### src/rtl/onfi_pkg.sv
// Shared definitions for the ONFI SDR bus sequencer: op codes, FSM states,
// and helpers used to size timing counters.
package onfi_pkg;

  localparam logic [2:0] OP_CMD      = 3'd0;
  localparam logic [2:0] OP_ADDR     = 3'd1;
  localparam logic [2:0] OP_DIN      = 3'd2;
  localparam logic [2:0] OP_DOUT     = 3'd3;
  localparam logic [2:0] OP_WAIT_RDY = 3'd4;
  localparam logic [2:0] OP_DESELECT = 3'd5;
  localparam logic [2:0] OP_NOP      = 3'd6;

  typedef enum logic [2:0] {
    IDLE,
    SETUP,
    PULSE,
    HOLD,
    CEH,
    WB_WAIT,
    RB_WAIT,
    RESP
  } state_t;

  // Bits needed to hold values 0..max_val (never less than one bit).
  function automatic int unsigned cnt_width(input int unsigned max_val);
    return (max_val == 0) ? 1 : $clog2(max_val + 1);
  endfunction

  function automatic int unsigned max_u(input int unsigned a, input int unsigned b);
    return (a > b) ? a : b;
  endfunction

endpackage

### src/rtl/onfi_rb_sync.sv
// Two-flop synchroniser for the asynchronous NAND ready/busy# pin.
// Resets to "ready" so a freshly reset sequencer never sees a false busy.
module onfi_rb_sync (
  input  logic clk,
  input  logic rst_n,
  input  logic rb_n_async,
  output logic rb_ready
);

  logic meta_q, sync_q;

  // Shift the raw pin through two flops before anyone looks at it.
  always_ff @(posedge clk or negedge rst_n) begin
    if (!rst_n) begin
      meta_q <= 1'b1;
      sync_q <= 1'b1;
    end else begin
      meta_q <= rb_n_async;
      sync_q <= meta_q;
    end
  end

  assign rb_ready = sync_q;

endmodule

### src/rtl/onfi_sdr_sequencer.sv
// Host-side ONFI SDR sequencer: converts single-cycle bus operations into
// timed CE#/CLE/ALE/WE#/RE#/IO waveforms and waits on R/B# with a timeout.
module onfi_sdr_sequencer
  import onfi_pkg::*;
#(
  parameter int unsigned T_SETUP     = 2,
  parameter int unsigned T_WP        = 3,
  parameter int unsigned T_WH        = 2,
  parameter int unsigned T_RP        = 3,
  parameter int unsigned T_REH       = 2,
  parameter int unsigned T_WB        = 5,
  parameter int unsigned T_CEH       = 2,
  parameter int unsigned TIMEOUT_CYC = 100000
) (
  input  logic       clk,
  input  logic       rst_n,
  input  logic       req_valid,
  output logic       req_ready,
  input  logic [2:0] req_op,
  input  logic [7:0] req_data,
  output logic       rsp_valid,
  output logic [7:0] rsp_data,
  output logic       rsp_timeout,
  output logic       busy,
  input  logic       wp_n_cfg,
  output logic       CE_x_n,
  output logic       CLE_x,
  output logic       ALE_x,
  output logic       WE_x_n,
  output logic       RE_x_n,
  output logic       WP_x_n,
  output logic [7:0] io_out,
  output logic       io_oe,
  input  logic [7:0] io_in,
  input  logic       RB_x_n
);

  localparam int unsigned T_MAX = max_u(max_u(max_u(T_SETUP, T_WP), max_u(T_WH, T_RP)),
                                        max_u(T_REH, T_CEH));
  localparam int unsigned CNT_W = cnt_width(T_MAX);
  localparam int unsigned TWB_W = cnt_width(T_WB);
  localparam int unsigned TMO_W = cnt_width(TIMEOUT_CYC);

  // Phase counters are loaded with length-1 and the phase ends at zero.
  localparam logic [CNT_W-1:0] SETUP_LD  = CNT_W'(T_SETUP - 1);
  localparam logic [CNT_W-1:0] WP_LD     = CNT_W'(T_WP - 1);
  localparam logic [CNT_W-1:0] WH_LD     = CNT_W'(T_WH - 1);
  localparam logic [CNT_W-1:0] RP_LD     = CNT_W'(T_RP - 1);
  localparam logic [CNT_W-1:0] REH_LD    = CNT_W'(T_REH - 1);
  localparam logic [CNT_W-1:0] CEH_LD    = CNT_W'(T_CEH - 1);
  localparam logic [TWB_W-1:0] TWB_LD    = TWB_W'(T_WB);
  localparam logic [TMO_W-1:0] TMO_LIMIT = TMO_W'(TIMEOUT_CYC);

  state_t           state_q, state_d;
  logic [2:0]       op_q, op_d;
  logic [CNT_W-1:0] cnt_q, cnt_d;
  logic [TWB_W-1:0] twb_q, twb_d;
  logic [TMO_W-1:0] tmo_q, tmo_d;
  logic [7:0]       rdata_q, rdata_d;
  logic             ready_q, ready_d, busy_q, busy_d;
  logic             rsp_valid_q, rsp_valid_d, rsp_timeout_q, rsp_timeout_d;
  logic [7:0]       rsp_data_q, rsp_data_d;
  logic             ce_n_q, ce_n_d, cle_q, cle_d, ale_q, ale_d;
  logic             we_n_q, we_n_d, re_n_q, re_n_d, io_oe_q, io_oe_d;
  logic [7:0]       io_out_q, io_out_d;
  logic             rb_ready;

  onfi_rb_sync u_rb_sync (
    .clk       (clk),
    .rst_n     (rst_n),
    .rb_n_async(RB_x_n),
    .rb_ready  (rb_ready)
  );

  // Next-state and next-pin computation for the whole sequencer.
  always_comb begin
    state_d       = state_q;
    op_d          = op_q;
    cnt_d         = cnt_q;
    rdata_d       = rdata_q;
    ce_n_d        = ce_n_q;
    cle_d         = cle_q;
    ale_d         = ale_q;
    we_n_d        = we_n_q;
    re_n_d        = re_n_q;
    io_oe_d       = io_oe_q;
    io_out_d      = io_out_q;
    rsp_valid_d   = 1'b0;
    rsp_data_d    = 8'h00;
    rsp_timeout_d = 1'b0;
    // tWB free-runs down to zero regardless of state; timeout counter saturates.
    twb_d = (twb_q != '0) ? twb_q - TWB_W'(1) : '0;
    tmo_d = (tmo_q != TMO_LIMIT) ? tmo_q + TMO_W'(1) : tmo_q;

    case (state_q)
      IDLE: begin
        if (req_valid && ready_q) begin
          op_d = req_op;
          case (req_op)
            OP_CMD, OP_ADDR, OP_DIN: begin
              state_d  = SETUP;
              cnt_d    = SETUP_LD;
              ce_n_d   = 1'b0;
              cle_d    = (req_op == OP_CMD);
              ale_d    = (req_op == OP_ADDR);
              io_out_d = req_data;
              io_oe_d  = 1'b1;
            end
            OP_DOUT: begin
              state_d = SETUP;
              cnt_d   = SETUP_LD;
              ce_n_d  = 1'b0;
              cle_d   = 1'b0;
              ale_d   = 1'b0;
              io_oe_d = 1'b0;
            end
            OP_WAIT_RDY: begin
              state_d = WB_WAIT;
              tmo_d   = TMO_W'(1);
            end
            OP_DESELECT: begin
              state_d = CEH;
              cnt_d   = CEH_LD;
              ce_n_d  = 1'b1;
            end
            default: ; // NOP: accepted and finished in the same cycle
          endcase
        end
      end
      SETUP: begin
        if (cnt_q == '0) begin
          state_d = PULSE;
          if (op_q == OP_DOUT) begin
            re_n_d = 1'b0;
            cnt_d  = RP_LD;
          end else begin
            we_n_d = 1'b0;
            cnt_d  = WP_LD;
          end
        end else begin
          cnt_d = cnt_q - CNT_W'(1);
        end
      end
      PULSE: begin
        if (cnt_q == '0) begin
          state_d = HOLD;
          if (op_q == OP_DOUT) begin
            re_n_d  = 1'b1;
            rdata_d = io_in;
            cnt_d   = REH_LD;
          end else begin
            we_n_d = 1'b1;
            cnt_d  = WH_LD;
            if (op_q == OP_CMD) twb_d = TWB_LD;
          end
        end else begin
          cnt_d = cnt_q - CNT_W'(1);
        end
      end
      HOLD: begin
        if (cnt_q == '0) begin
          state_d = IDLE;
          cle_d   = 1'b0;
          ale_d   = 1'b0;
          io_oe_d = 1'b0;
          if (op_q == OP_DOUT) begin
            rsp_valid_d = 1'b1;
            rsp_data_d  = rdata_q;
          end
        end else begin
          cnt_d = cnt_q - CNT_W'(1);
        end
      end
      CEH: begin
        if (cnt_q == '0) state_d = IDLE;
        else             cnt_d   = cnt_q - CNT_W'(1);
      end
      WB_WAIT, RB_WAIT: begin
        // Ready is checked before the timeout so a tie resolves as ready.
        if ((twb_q == '0) && rb_ready) begin
          state_d     = IDLE;
          rsp_valid_d = 1'b1;
        end else if (tmo_q == TMO_LIMIT) begin
          state_d       = IDLE;
          rsp_valid_d   = 1'b1;
          rsp_timeout_d = 1'b1;
        end else if (twb_q == '0) begin
          state_d = RB_WAIT;
        end
      end
      RESP:    state_d = IDLE;
      default: state_d = IDLE;
    endcase

    ready_d = (state_d == IDLE);
    busy_d  = (state_d != IDLE);
  end

  // Register every state bit and every pin so outputs are glitch-free.
  always_ff @(posedge clk or negedge rst_n) begin
    if (!rst_n) begin
      state_q       <= IDLE;
      op_q          <= OP_NOP;
      cnt_q         <= '0;
      twb_q         <= '0;
      tmo_q         <= '0;
      rdata_q       <= 8'h00;
      ready_q       <= 1'b0;
      busy_q        <= 1'b0;
      rsp_valid_q   <= 1'b0;
      rsp_data_q    <= 8'h00;
      rsp_timeout_q <= 1'b0;
      ce_n_q        <= 1'b1;
      cle_q         <= 1'b0;
      ale_q         <= 1'b0;
      we_n_q        <= 1'b1;
      re_n_q        <= 1'b1;
      io_oe_q       <= 1'b0;
      io_out_q      <= 8'h00;
    end else begin
      state_q       <= state_d;
      op_q          <= op_d;
      cnt_q         <= cnt_d;
      twb_q         <= twb_d;
      tmo_q         <= tmo_d;
      rdata_q       <= rdata_d;
      ready_q       <= ready_d;
      busy_q        <= busy_d;
      rsp_valid_q   <= rsp_valid_d;
      rsp_data_q    <= rsp_data_d;
      rsp_timeout_q <= rsp_timeout_d;
      ce_n_q        <= ce_n_d;
      cle_q         <= cle_d;
      ale_q         <= ale_d;
      we_n_q        <= we_n_d;
      re_n_q        <= re_n_d;
      io_oe_q       <= io_oe_d;
      io_out_q      <= io_out_d;
    end
  end

  assign req_ready   = ready_q;
  assign busy        = busy_q;
  assign rsp_valid   = rsp_valid_q;
  assign rsp_data    = rsp_data_q;
  assign rsp_timeout = rsp_timeout_q;
  assign CE_x_n      = ce_n_q;
  assign CLE_x       = cle_q;
  assign ALE_x       = ale_q;
  assign WE_x_n      = we_n_q;
  assign RE_x_n      = re_n_q;
  assign io_oe       = io_oe_q;
  assign io_out      = io_out_q;
  assign WP_x_n      = wp_n_cfg;

endmodule

### config.mk
export PLATFORM = sky130hd
export DESIGN_NAME = onfi_sdr_sequencer
export DESIGN_NICKNAME = d
export VERILOG_FILES = /design/src/rtl/onfi_pkg.sv /design/src/rtl/onfi_rb_sync.sv /design/src/rtl/onfi_sdr_sequencer.sv
export SDC_FILE = /design/constraint.sdc
export NUM_CORES = 1
export LEC_CHECK = 0
export ABC_AREA = 1
export CORE_MARGIN = 4
export CORE_UTILIZATION = 40
export CTS_CLUSTER_DIAMETER = 80
export DETAILED_ROUTE_END_ITERATION = 7
export PLACE_DENSITY = 0.74
export SYNTH_ARGS = -nofsm -noshare
export SYNTH_HDL_FRONTEND = slang
export SYNTH_SLANG_ARGS = --single-unit
### constraint.sdc
create_clock -name clk -period 1.6 [get_ports clk]
set_input_delay 0.16 -clock clk [delete_from_list [all_inputs] [get_ports clk]]
set_output_delay 0.16 -clock clk [all_outputs]
set_load 0.1 [all_outputs]
== Yosys cells after proc, flatten, opt, wreduce, memory -nomap -nowiden ==
Index checks and enable logic that the tools add are counted.

* Bits in writable memories: 0
* Logic and storage cells: 131
* Output and inout bits: 27
* Input bits: 24
* Register bits: 64
* Memories: 0
* ROM bits: 0
* Bits in latches: 0

* Reduce and logical (&&, ||, !) cells: 27
* Add/subtract/negate cells: 3
* Div/mod/pow operators: 0
* Equality and inequality tests: 26
* Bitwise logic cells: 0
* Multiply operators: 0
* Order comparisons: 0
* Shifts and indexed selects: 0
* Mux-type cells: 55

{| class="wikitable"
|+ Operators by type and width
! kind !! count
|-
| 17-bit two-way mux || 4
|-
| 3-bit two-way mux || 12
|-
| 8-bit two-way mux || 3
|-
| 2-bit != test (second input constant) || 10
|-
| 1-bit one-hot mux with 2 select lines || 10
|-
| 3-bit equality test (second input constant) || 6
|-
| 1-bit two-way mux || 18
|-
| 3-bit one-hot mux with 6 select lines || 1
|-
| 17-bit by 1-bit adder with 17-bit output (second input constant) || 1
|-
| 17-bit equality test (second input constant) || 1
|-
| 17-bit != test (second input constant) || 1
|-
| 3-bit by 2-bit equality test with 1-bit output (second input constant) || 5
|-
| 3-bit logical NOT || 5
|-
| 2-bit two-way mux || 5
|-
| 5-bit AND reduction || 2
|-
| 3-bit one-hot mux with 3 select lines || 1
|-
| 3-bit AND reduction || 3
|-
| 2-bit one-hot mux with 4 select lines || 1
|-
| 4-bit AND reduction || 2
|-
| 3-bit by 1-bit equality test with 1-bit output (second input constant) || 2
|-
| 2-bit nonzero test || 3
|-
| 3-bit nonzero test || 2
|-
| 5-bit OR reduction || 1
|-
| 4-bit nonzero test || 1
|-
| other kinds (9) || 11
|}

== Logic depth before layout (Yosys ltp) ==
* Word-level depth: 6
* Depth in mapped cells: 12
* Gate-level depth less buffers: 12

== Cells and area by module ==
A second synthesis with hierarchy kept.

* Cells, all modules: 363
* Area total of the unflattened synthesis: 3198.1 um^2

{| class="wikitable"
|+ Modules (own cells, without submodules)
! module !! cells each !! area an instance (um^2) !! times used !! seq. area each (um^2)
|-
| onfi_sdr_sequencer || 361 || 3145.5 || 1 || 1557.7
|-
| onfi_rb_sync || 2 || 52.6 || 1 || 52.6
|}

== Worst setup path before layout ==
Ideal clock, no wire load.

* Path kind: register to register
* Start: reg ready_q, in the netlist req_ready
* End: reg io_out_q[7], in the netlist io_out[7]
* Buffers on the path: 1
* Required time: 1478 ps
* Cell stages (with the launch flop): 7
* Library setup time: 122 ps
* Period minus slack after synthesis: 1989 ps
* Data arrival time: 1867 ps
* Path slack: -389 ps
* Cells stage by stage: dfrtp_1 > nand2_1 > nor2_8 > o211ai_4 > buf_6 > nand2_1 > o21ai_2

* Word-level cells in the longest chain between the ends: 2

{| class="wikitable"
|+ Ends and longest elaborated chain
! item !! RTL line !! RTL
|-
| from (decl) || onfi_sdr_sequencer.sv:60 || <nowiki>logic ready_q, ready_d, busy_q, busy_d;</nowiki>
|-
| from (signal assigned) || onfi_sdr_sequencer.sv:227 || <nowiki>ready_q <= ready_d;</nowiki>
|-
| 1-bit logical AND || onfi_sdr_sequencer.sv:97 || <nowiki>if (req_valid && ready_q) begin</nowiki>
|-
| 3-bit AND reduction (no source line) || - ||
|-
| to (signal assigned) || onfi_sdr_sequencer.sv:238 || <nowiki>io_out_q <= io_out_d;</nowiki>
|-
| to (decl) || onfi_sdr_sequencer.sv:65 || <nowiki>logic [7:0] io_out_q, io_out_d;</nowiki>
|}

No other way between the ends.
A chain may end at the register's enable or synchronous reset.

== Worst setup path in the final report ==
* Start: reg tmo_q[0]
* End: reg ready_q, in the netlist req_ready

* Word-level cells in the longest chain between the ends: 5

{| class="wikitable"
|+ Ends and longest elaborated chain
! item !! RTL line !! RTL
|-
| from (decl) || onfi_sdr_sequencer.sv:58 || <nowiki>logic [TMO_W-1:0] tmo_q, tmo_d;</nowiki>
|-
| from (signal assigned) || onfi_sdr_sequencer.sv:225 || <nowiki>tmo_q <= tmo_d;</nowiki>
|-
| 17-bit equality test || onfi_sdr_sequencer.sv:183 || <nowiki>end else if (tmo_q == TMO_LIMIT) begin</nowiki>
|-
| 3-bit two-way mux || onfi_sdr_sequencer.sv:183 ||
|-
| 3-bit two-way mux || onfi_sdr_sequencer.sv:180 || <nowiki>if ((twb_q == '0) && rb_ready) begin</nowiki>
|-
| 3-bit one-hot mux with 6 select lines || onfi_sdr_sequencer.sv:95 || <nowiki>case (state_q)</nowiki>
|-
| 3-bit logical NOT || onfi_sdr_sequencer.sv:195 || <nowiki>ready_d = (state_d == IDLE);</nowiki>
|-
| via ready_d || onfi_sdr_sequencer.sv:60 ||
|}

The timed path passes the listed nets, and every way through them passes these cells.

==> results.env <==
RESULT_OF_THE_RUN='complete, no violations'
CTS-HTREE-LEVELS=3
SYNTH_MOST_COMMON_CELL='sky130_fd_sc_hd__nand2_1'
POST-ROUTE-PERIOD-UTIL=0.983
SYNTHESIS.INSTANCES=359
FINAL_UTIL=0.587
ROUTED-WL-MET2_UM=3160
DETAILROUTE.WIRELENGTH.MET3_UM=375
GRT_SETUP_UNREPAIRED='yes'
MAXSLEWHEADROOM=0.631
CTS.PATH.MAX_BUFFERS=2
TIMING_WORST_SETUP_PATH_TYPE='register to register'
NUMBER_OF_BUFFERS_CREATED_BY_CTS=9
PIN_COUNT_OF_THE_BIGGEST_NET_ENTERING_GLOBAL_ROUTING=49
SYNTH_AREA_LEADERS='sky130_fd_sc_hd__dfrtp_1 (46%), sky130_fd_sc_hd__nand2_1 (9.6%), sky130_fd_sc_hd__inv_1 (6.2%)'
FIN_CRIT_NS=1.57
GRT_FIRST_PASS_WIRELENGTH_UM=11100
DIE_Y_UM=96.0
NUMBER_OF_ANTENNA_VIOLATIONS_AT_THE_FIRST_CHECK_IN_GLOBAL_ROUTING=0
PLACE.PORT_BUFFERS=48
DR_TOTAL_VIAS=2563
MAX_FREQ_GHz=0.636
POST_SYNTHESIS_ADDER_CELL_AREA_FRACTION=0.0202
WORSTMARGINPINSLEW_NS=0.551
POWER_PER_CELL_AREA_mW_PER_MM2=2000
CLOCK_TRANSITION_AT_THE_REGISTERS_OF_THE_REPORTED_PATHS_NS=0.07
DP.CELLS=512
POST-SYNTH-TOP-AREA-CELL='sky130_fd_sc_hd__dfrtp_1'
GLOBAL_ROUTE.USAGE.TOTAL=0.158
HP-CLASS='input port to register'
PLACEABLECOREAREA_SQ_MM=0.00737
WL_PER_CELL_UM=12.6
ANT_NETS=0
POST-LAYOUT-TOTAL-POWER_mW=8.65
SYNTH_TOP_CELLS_BY_COUNT='sky130_fd_sc_hd__nand2_1 (79), sky130_fd_sc_hd__dfrtp_1 (57), sky130_fd_sc_hd__inv_1 (51)'
SYNTH_SIMPLE_GATE_AREA_FRAC=0.254
DP.FINAL_HPWL_UM=5000
INSERTION_DELAY_NS=0.34
CLK_ROOT_BUF='sky130_fd_sc_hd__clkbuf_8'
AVGVIACOUNTPERCELL=4.80
SYN_TO_FINAL_GROWTH_PCT=39.8
GRT-OVFL-TOTAL=0
FIRST_GLOBAL_VIAS=2498
SLEW_VIOLATIONS=0
SYNTH.MUX.AREA_FRACTION=0
WORST-ENDPOINT-ARRIVAL_NS=1.84
MET1WIRELENGTH_UM=3020
MAXCAPVIOLCOUNT=0
DETAILEDROUTE.FIRSTITERATIONVIOLATIONS=240
CTS.SINKS=64
SYNTH_ENABLE_FLOP_CELLS=0
UNIQUE_CELL_TYPE_COUNT_IN_THE_YOSYS_NETLIST=34
YS_DOMINANT_REG_CELL='sky130_fd_sc_hd__dfrtp_1'
TOTAL_SETUP_VIOLATIONS_REPORTED_AT_THE_END_OF_THE_FLOW=0
SYNTH.NET_COUNT=388
DIE_WIDTH_UM=96.0
MAIN_COMBINATIONAL_CELL_FAMILY_BY_AREA_AFTER_SYNTHESIS='simple AND/OR/NAND/NOR gates'
FIN_WORST_SKEW_NS=0.00573
IOS=51
SUMMED_INSTANCE_AREA_OF_THE_SYNTHESIZED_NETLIST_SQ_MM=0.00309
GP_CONGESTION=0.911
FRACTION_OF_FINAL_LAYOUT_CELLS_SIZED_BEYOND_DRIVE_STRENGTH_1=0.241
CP-START-KIND='register'
FLOORPLAN.ROWS=31
DESIGN.DIE.AREA_SQ_MM=0.00921
SYNTH-SEQ-AREA-SHARE=0.520
TOTAL_LEAKAGE_POWER_nW=2.10
LAYOUTNONFILLERINSTCOUNT=534
PRECTSSETUPSLACK_NS=-0.0673
CRIT_PATH_MAX_FANOUT=7
REMAINING_DRC_ERRORS=0
CRITPATHCAPTURETYPE='register'
ROUTE.TOP_LAYER_USED='met4'
FINAL_NET_COUNT=459
SYNTH_AREA_IN_COMPOUND_GATES=0.115
PRE_ANTENNA_DRT_ITERS=4
CTS_TREE='built'
CP_DATA_REQUIRED_TIME_NS=1.87
SETUP_SLACK_NS=0.0274
ASYNC_FLOP_SHARE=1.00
YS_FF_LATCH=64
NUM_ANTENNA_CELLS=0
TOTALWIRELENGTH_UM=6720
SYNTH_TOP_AREA_FRAC=0.461
FINAL_HOLD_VIOL_COUNT=0
POST_SYNTH.CELL_AREA_AVG_SQ_UM=8.62
INITIAL_CORE_UTIL=0.420
NUMBER_OF_WARNINGS_PRINTED_DURING_YOSYS_SYNTHESIS=0
SYNTHXORXNORAREAFRAC=0.0113
R2R_SETUP_SLACK_NS=0.03
VDD.IR_DROP.WORST_mV=1.43
-- cell usage in the layout, fill, tap and decap left out, drive strengths merged, types with 2 or more instances in the layout --
cell / synthesis / final
nand2: 80 / 80
buf: 3 / 41
o21a: 2 / 2
dfstp: 7 / 7
ha: 5 / 5
bufinv: 0 / 2
a21oi: 16 / 16
nand3: 22 / 22
nor2: 55 / 55
clkbuf: 0 / 10
nor3: 6 / 6
clkdlybuf4s50: 0 / 21
clkinv: 0 / 3
o21ai: 36 / 36
nor3b: 2 / 2
dfrtp: 57 / 57
o31ai: 2 / 2
inv: 56 / 56
xor2: 3 / 3
o211ai: 3 / 3
-- state kept, by name, summed over array words and instances, names as in the netlist, 2 cells and up --
register  count
cnt_q         2
twb_q         3
state_q       3
io_out        8
tmo_q        17
rdata_q       8
rsp_data      8
op_q          3
-- layout make-up --
class / count / area, sq um
Fill cell: 630 / 3040
Sequential cell: 64 / 1620
Multi-Input combinational cell: 236 / 1280
Timing Repair Buffer: 63 / 863
Inverter: 56 / 218
Clock buffer: 10 / 138
Tap cell: 99 / 124
Clock inverter: 6 / 82.6
-- through the flow --
step | hold slack, ns | setup TNS [ns] | cell area (sq um)
2_1_floorplan | -0.136 | 0 | 3100
3_3_place_gp | 0.103 | 0 | 4010
3_5_place_dp | 0.106 | -0.125 | 4010
4_1_cts | 0.204 | 0 | 4270
5_1_grt | 0.207 | -0.482 | 4330
6_report | 0.224 | 0 | 4330
-- worst max-delay path, cell delays in order, from the launching register on --
cell	delay (ns)
sky130_fd_sc_hd__dfrtp_1	0.43
sky130_fd_sc_hd__inv_2	0.10
sky130_fd_sc_hd__ha_4	0.13
sky130_fd_sc_hd__inv_2	0.03
sky130_fd_sc_hd__nor2_2	0.09
sky130_fd_sc_hd__nand2_1	0.08
sky130_fd_sc_hd__nor2_2	0.12
sky130_fd_sc_hd__nand2_2	0.13
sky130_fd_sc_hd__nand2_2	0.11
sky130_fd_sc_hd__nand2_1	0.06
sky130_fd_sc_hd__nor2_1	0.09
sky130_fd_sc_hd__nand2_1	0.06
sky130_fd_sc_hd__nor2_1	0.08
-- path summary, 6_finish.rpt --
check                            startpoint                 end  depth (start not counted)
max reg2reg                        tmo_q[0]           req_ready                         12
max in group asynchronous             rst_n             op_q[1]                          3
min reg2reg                u_rb_sync.meta_q  u_rb_sync.rb_ready                          0
max                                tmo_q[0]           req_ready                         12
min in group asynchronous             rst_n         rsp_data[5]                          2
min                                  RB_x_n    u_rb_sync.meta_q                          1
-- cell families after synthesis --
kind of cell    count (synthesis)
xor+xnor                        4
fa+ha+maj                       5
buf+inv                        59
compound gates                 59
simple gates                  168
flops                          64
-- layer usage --
layer | global-route usage | vias to the layer above
met5 | 0 | -
met4 | 0.0936 | 0
met3 | 0.0344 | 12
met2 | 0.237 | 69
met1 | 0.209 | 1203
li1 | - | 1279
-- where the power goes --
part	leakage (nW)	switching, mW	internal, mW
clock	0.112	0.612	0.910
sequential	0.794	0.571	2.24
combinational	1.19	2.78	1.53
total	2.10	3.96	4.68
-- timing repair --
action,4_1_cts,5_1_grt
endpoints found under the setup margin,2,10
pin swaps,2,5
hold buffers,1,0
endpoints found under the hold margin,16,0
resized for setup,2,14
setup buffers,3,2
No activity file was read; power rests on OpenSTA's default activity.
